--- config.mk ---
export PLATFORM = sky130hd
export DESIGN_NAME = gc_poller
export DESIGN_NICKNAME = d
export VERILOG_FILES = /design/src/rtl/gc_pkg.sv /design/src/rtl/gc_line_sync.sv /design/src/rtl/gc_poller.sv
export SDC_FILE = /design/constraint.sdc
export NUM_CORES = 1
export LEC_CHECK = 0
export CAP_MARGIN = 0
export CELL_PAD_IN_SITES_DETAIL_PLACEMENT = 1
export CELL_PAD_IN_SITES_GLOBAL_PLACEMENT = 2
export CORE_ASPECT_RATIO = 1.75
export CORE_MARGIN = 4
export CORE_UTILIZATION = 30
export CTS_CLUSTER_DIAMETER = 200
export DETAILED_ROUTE_END_ITERATION = 8
export PLACE_DENSITY_LB_ADDON = 0.1
export SLEW_MARGIN = 5
export SYNTH_ARGS = -nofsm -noshare
export SYNTH_HDL_FRONTEND = slang
export SYNTH_SLANG_ARGS = --single-unit
--- constraint.sdc ---
create_clock -name SYSCLK -period 2.05 [get_ports SYSCLK]
set_input_delay 0.41 -clock SYSCLK [delete_from_list [all_inputs] [get_ports SYSCLK]]
set_output_delay 0.41 -clock SYSCLK [all_outputs]
set_load 0.03 [all_outputs]
--- src/rtl/gc_pkg.sv ---
// Shared types and constants for the game controller poller.
package gc_pkg;

  typedef enum logic [2:0] {
    IDLE,
    TX_BIT,
    TX_STOP,
    RX_WAIT,
    RX_SAMPLE
  } gc_state_e;

  // Upper 16 bits of the poll command; the low byte carries the rumble flag.
  localparam logic [15:0] CMD_POLL_HI = 16'h4003;
  localparam int TX_BITS = 24;
  localparam int RX_BITS = 64;

  // Larger of two counts, used to size a timer shared by several phases.
  function automatic int max_int(input int a, input int b);
    return (a > b) ? a : b;
  endfunction

endpackage

--- src/rtl/gc_line_sync.sv ---
// Two-flop synchronizer for the controller data pad plus a falling-edge detector.
// All flops come out of reset high so an idle-high line never looks like an edge.
module gc_line_sync (
  input  logic clk,
  input  logic rst,
  input  logic line_in,
  output logic level,
  output logic fall
);

  logic sync1_q, sync1_d;
  logic sync2_q, sync2_d;
  logic prev_q, prev_d;

  // Shift the pad level through the synchronizer and keep one extra stage for edge detection.
  always_comb begin
    sync1_d = line_in;
    sync2_d = sync1_q;
    prev_d  = sync2_q;
  end

  // Synchronizer registers, reset to the idle-high line level.
  always_ff @(posedge clk) begin
    if (rst) begin
      sync1_q <= 1'b1;
      sync2_q <= 1'b1;
      prev_q  <= 1'b1;
    end else begin
      sync1_q <= sync1_d;
      sync2_q <= sync2_d;
      prev_q  <= prev_d;
    end
  end

  assign level = sync2_q;
  assign fall  = prev_q & ~sync2_q;

endmodule

--- src/rtl/gc_poller.sv ---
// Game controller poller: sends the 24-bit poll command on the open-drain data line,
// then captures the 64-bit reply, with a per-edge timeout while waiting for the controller.
module gc_poller
  import gc_pkg::*;
#(
  parameter int CYC_PER_US = 100,
  parameter int TIMEOUT_US = 200
) (
  input  logic        SYSCLK,
  input  logic        SYSRESET,
  input  logic        start,
  input  logic        rumble,
  input  logic        line_in,
  output logic        line_oe,
  output logic        busy,
  output logic        done,
  output logic        timeout,
  output logic [63:0] data
);

  localparam int CELL_CYC = 4 * CYC_PER_US;
  localparam int TMO_CYC  = TIMEOUT_US * CYC_PER_US;
  localparam int TMR_W    = $clog2(max_int(CELL_CYC, TMO_CYC) + 1);
  localparam int TXI_W    = $clog2(TX_BITS);
  localparam int RXC_W    = $clog2(RX_BITS);

  localparam logic [TMR_W-1:0] CELL_LAST   = TMR_W'(CELL_CYC - 1);
  localparam logic [TMR_W-1:0] US_LAST     = TMR_W'(CYC_PER_US - 1);
  localparam logic [TMR_W-1:0] SAMPLE_LAST = TMR_W'(2 * CYC_PER_US - 1);
  localparam logic [TMR_W-1:0] TMO_LAST    = TMR_W'(TMO_CYC - 1);
  localparam logic [TMR_W-1:0] ONE_US      = TMR_W'(CYC_PER_US);
  localparam logic [TMR_W-1:0] THREE_US    = TMR_W'(3 * CYC_PER_US);
  localparam logic [TXI_W-1:0] TX_LAST     = TXI_W'(TX_BITS - 1);
  localparam logic [RXC_W-1:0] RX_LAST     = RXC_W'(RX_BITS - 1);

  gc_state_e            state_q, state_d;
  logic [TMR_W-1:0]     tmr_q, tmr_d;
  logic [TXI_W-1:0]     tx_idx_q, tx_idx_d;
  logic [RXC_W-1:0]     rx_cnt_q, rx_cnt_d;
  logic [TX_BITS-1:0]   cmd_q, cmd_d;
  logic [RX_BITS-1:0]   shift_q, shift_d;
  logic [RX_BITS-1:0]   data_q, data_d;
  logic                 done_q, done_d;
  logic                 timeout_q, timeout_d;
  logic                 rx_level;
  logic                 rx_fall;

  gc_line_sync u_line_sync (
    .clk     (SYSCLK),
    .rst     (SYSRESET),
    .line_in (line_in),
    .level   (rx_level),
    .fall    (rx_fall)
  );

  // State and datapath registers; reset abandons any transaction without a status pulse.
  always_ff @(posedge SYSCLK) begin
    if (SYSRESET) begin
      state_q   <= IDLE;
      tmr_q     <= '0;
      tx_idx_q  <= '0;
      rx_cnt_q  <= '0;
      cmd_q     <= '0;
      shift_q   <= '0;
      data_q    <= '0;
      done_q    <= 1'b0;
      timeout_q <= 1'b0;
    end else begin
      state_q   <= state_d;
      tmr_q     <= tmr_d;
      tx_idx_q  <= tx_idx_d;
      rx_cnt_q  <= rx_cnt_d;
      cmd_q     <= cmd_d;
      shift_q   <= shift_d;
      data_q    <= data_d;
      done_q    <= done_d;
      timeout_q <= timeout_d;
    end
  end

  // Next-state logic: one shared timer paces bit cells, the stop bit, the sample point and the timeout.
  always_comb begin
    state_d   = state_q;
    tmr_d     = tmr_q;
    tx_idx_d  = tx_idx_q;
    rx_cnt_d  = rx_cnt_q;
    cmd_d     = cmd_q;
    shift_d   = shift_q;
    data_d    = data_q;
    done_d    = 1'b0;
    timeout_d = 1'b0;
    case (state_q)
      IDLE: begin
        if (start) begin
          state_d  = TX_BIT;
          cmd_d    = {CMD_POLL_HI, 7'b0, rumble};
          tmr_d    = '0;
          tx_idx_d = '0;
          rx_cnt_d = '0;
        end
      end
      TX_BIT: begin
        if (tmr_q == CELL_LAST) begin
          tmr_d = '0;
          cmd_d = {cmd_q[TX_BITS-2:0], 1'b0};
          if (tx_idx_q == TX_LAST) begin
            state_d = TX_STOP;
          end else begin
            tx_idx_d = tx_idx_q + 1'b1;
          end
        end else begin
          tmr_d = tmr_q + 1'b1;
        end
      end
      TX_STOP: begin
        if (tmr_q == US_LAST) begin
          state_d = RX_WAIT;
          tmr_d   = '0;
        end else begin
          tmr_d = tmr_q + 1'b1;
        end
      end
      RX_WAIT: begin
        if (rx_fall) begin
          state_d = RX_SAMPLE;
          tmr_d   = '0;
        end else if (tmr_q == TMO_LAST) begin
          state_d   = IDLE;
          timeout_d = 1'b1;
          tmr_d     = '0;
        end else begin
          tmr_d = tmr_q + 1'b1;
        end
      end
      RX_SAMPLE: begin
        if (tmr_q == SAMPLE_LAST) begin
          shift_d = {shift_q[RX_BITS-2:0], rx_level};
          tmr_d   = '0;
          if (rx_cnt_q == RX_LAST) begin
            data_d  = {shift_q[RX_BITS-2:0], rx_level};
            done_d  = 1'b1;
            state_d = IDLE;
          end else begin
            rx_cnt_d = rx_cnt_q + 1'b1;
            state_d  = RX_WAIT;
          end
        end else begin
          tmr_d = tmr_q + 1'b1;
        end
      end
      default: state_d = IDLE;
    endcase
  end

  // Output decode: pull the line low for the first part of each cell and for the host stop bit.
  always_comb begin
    line_oe = 1'b0;
    busy    = (state_q != IDLE);
    case (state_q)
      TX_BIT:  line_oe = cmd_q[TX_BITS-1] ? (tmr_q < ONE_US) : (tmr_q < THREE_US);
      TX_STOP: line_oe = 1'b1;
      default: line_oe = 1'b0;
    endcase
  end

  assign done    = done_q;
  assign timeout = timeout_q;
  assign data    = data_q;

endmodule

==> results of run 1 <==
## power by group
part	switching [uW]	internal, uW	total (uW)
combinational	733	479	1210
sequential	54.8	3660	3720
clock	1380	1810	3190
total	2170	5950	8120
## layout by cell type, fill, tap and decap left out, types with 4 or more instances in the layout
cell type,Yosys,layout
dfxtp_2,0,4
nand2_1,293,291
nand4_1,8,8
clkinv_2,0,5
buf_12,0,13
clkbuf_16,0,23
o21ai_0,6,4
nor2_1,33,25
buf_6,2,8
nand3_1,29,28
nor2_2,1,7
or2_2,4,4
a21oi_1,156,155
nor3_1,11,11
clkdlybuf4s50_1,0,69
dfxtp_1,185,179
nor2b_1,5,5
xnor2_1,12,12
buf_4,0,68
a31o_2,5,4
xor2_1,5,5
## through the flow
stage          hold slack (ns)  TNS, ns  cells
5_1_grt                  0.368    -7.03   1314
4_1_cts                  0.343   -0.468   1299
3_5_place_dp             0.401    -2.56   1264
3_3_place_gp             0.392    -1.33   1264
6_report                 0.371   -0.836   1314
2_1_floorplan            0.389  -0.0119    882
## worst paths after layout
path	cells past startpoint	start	slack (ns)	to
max	7	tmr_q[3]$_SDFFE_PP0P_	-0.18	line_oe
min	2	SYSRESET	0.37	cmd_q[18]$_SDFFE_PP0P_
max reg2reg	5	tmr_q[5]$_SDFFE_PP0P_	-0.11	state_q[0]$_SDFFE_PP0P_
min reg2reg	1	u_line_sync.sync1_q$_SDFF_PP1_	0.41	u_line_sync.level$_SDFF_PP1_
## sequential cells by signal (all words and copies together) (netlist names)
register             count
state_q                  3
shift_q                 63
u_line_sync.sync1_q      1
tx_idx_q                 5
cmd_q                   24
rx_cnt_q                 6
u_line_sync.prev_q       1
done                     1
timeout                  1
u_line_sync.level        1
tmr_q                   15
data                    64
## worst register-to-register path: stages (launching register included)
cell and delay, ns:
dfxtp_2 0.32, or4_4 0.53, or4_4 0.53, a32oi_4 0.29, a31oi_1 0.16, a311oi_1 0.24
## routing by layer
layer  track usage (%)  vias to the layer above
met3              3.30                       47
met5                 0                        -
met2              29.6                      104
li1                  -                     3197
met1              16.5                     3172
met4              8.37                        0
## logic make-up (layout without fill, tap and decap cells)
family	after synthesis	count (layout)
mux	1	1
xor+xnor	17	17
fa+ha+maj	3	3
simple gates	416	417
buf+inv	67	197
flops	185	185
compound gates	193	194
## timing repair
item,in CTS,in global routing
setup endpoints to repair,60,174
pin swaps,13,10
resized for setup,25,29
hold buffers,0,0
buffers inserted,4,3
gates cloned,1,12
## layout make-up
type | instances | area [um2] | area share, %
well taps | 300 | 375 | 3.92
clock inverters | 9 | 101 | 1.06
inverters | 2 | 7.51 | 0.0784
flip-flops and latches | 185 | 3720 | 38.8
multi-input cells | 632 | 3210 | 33.6
repair buffers | 165 | 1710 | 17.8
clock buffers | 21 | 450 | 4.71
==> results_dict.tcl, run 1 <==
set metrics [dict create \
    synth_compound_area_share_pct 15.1 \
    synth_most_common_cell "nand2_1" \
    skew_ns 0.0117 \
    highest_layer "met4" \
    drv_slew 0 \
    crit_fanout 4 \
    grt_pass1_wl_mm 33.2 \
    slowest_delay_ns 0.35 \
    drt-total-wl_mm 22.1 \
    ant_nets 0 \
    start_util_pct 30.7 \
    gp_congestion 0.856 \
    die_w_um 124 \
    boundaryPins 73 \
    setup_viol_count_final 13 \
    cts-root-buf "clkbuf_16" \
    path_cells "and2_4 > o21a_1 > o31ai_1 > buf_4 > nand2_2 > o21ai_2 > buf_6" \
    critical-path-top-delay-family "compound AO/OA/AOI/OAI gates" \
    arrival_ns 1.82 \
    track_usage_pct 16.0 \
    netlist_instances 882 \
    placed_area_um2 8550 \
    core_area_um2 22900 \
    final_util_pct 41.7 \
    grt_start_max_net_pins 74 \
    fin_crit_sh_pct 109 \
    rsz0062_at_grt "yes" \
    cts_tree "done" \
    path_class "flop to output port" \
    synthFlopType "dfxtp_1" \
    synth.yosys.seq_area_share_pct 52.6 \
    drc_errors 0 \
    synth-edff-count 0 \
    avgSynthCellArea_um2 7.99 \
    portBuffers 72 \
    h-tree-depth 4 \
    p_per_area_nw_per_um2 848 \
    post_drt_wl_per_cell_um 16.8 \
    row_count 73 \
    cp-end-kind "output port" \
    clk_latency_ns 0.43 \
    cp-start-kind "flop" \
    wl_met3_um 660 \
    numCtsBuffers 17 \
    cp_slowest_cell "dfxtp_4" \
    async_reset_ff_share_pct 0 \
    wl_met1_mm 8.53 \
    hold_violations 0 \
    hp-class "input port to flop" \
    met2_length_mm 12.1 \
    overflow 0 \
    outcome "finished with violations" \
    period_needed_ns 2.23 \
    slew_headroom_pct 68.9 \
    synth_xor_xnor_area_share_pct 2.11 \
    fin_total_pwr_uw 8120 \
    synth.area.mux_share_pct 0.142 \
    final_nets 1011 \
    hpwl_mm 14.3 \
    antenna_cells 0 \
    syn_area_um2 7040 \
    final_cell_area_um2 9570 \
    synthTopCellsByCount "nand2_1 (293), dfxtp_1 (185), a21oi_1 (156)" \
    synthAdderAreaFrac_pct 0.533 \
    synthesis.nets 890 \
    ys_top_cells_by_area "dfxtp_1 (53%), nand2_1 (16%), a21oi_1 (11%), clkbuf_1 (2.4%), nand3_1 (2.1%)" \
    vias 6520 \
    drt_iter0_drc 278 \
    fmax_mhz 449 \
    dieArea_um2 26100 \
    synth_top_family_by_area "simple AND/OR/NAND/NOR gates" \
    maxCapViolations 0 \
    clockBufferDepth 2 \
    place_ws_ns -0.197 \
    die_height_um 211 \
    yosys.area.top_type "dfxtp_1" \
    ys_warn_count 0 \
    area_growth_pct 35.9 \
    ys_types 56 \
    vdd_ir_drop_max_uv 555 \
    worst_pin_slew_ns 0.467 \
    clock-sinks 185 \
    violations "negative setup slack" \
    grt_pass1_vias 6763 \
    cp.buffers_inverters 2 \
    path_clk_slew_ns 0.07 \
    fillers 2702 \
    drt-vias-per-instance 4.96 \
    worst_slack_ns -0.178 \
    drive_gt1_share_pct 17.3 \
    cp.required_ns 1.64 \
    synth_top_area_share_pct 52.6 \
    ys_seq_elements 185 \
    static-leakage-power_uw 0.00322 \
    first_pass_iters 4 \
    yosys.area_share.simple_pct 25.5 \
    antenna_found_initial 0 \
]
Note: power is estimated with default switching activity, not from simulation.
==> run 2: changes to the inputs <==
--- a/config.mk
+++ b/config.mk
@@ -12,6 +12,7 @@
 export CORE_MARGIN = 4
 export CORE_UTILIZATION = 30
 export CTS_CLUSTER_DIAMETER = 200
+export CTS_CLUSTER_SIZE = 14
 export DETAILED_ROUTE_END_ITERATION = 8
 export PLACE_DENSITY_LB_ADDON = 0.1
 export SLEW_MARGIN = 5
==> results of run 2 <==
Final layout, timing and power as in run 1 (identical DEF).
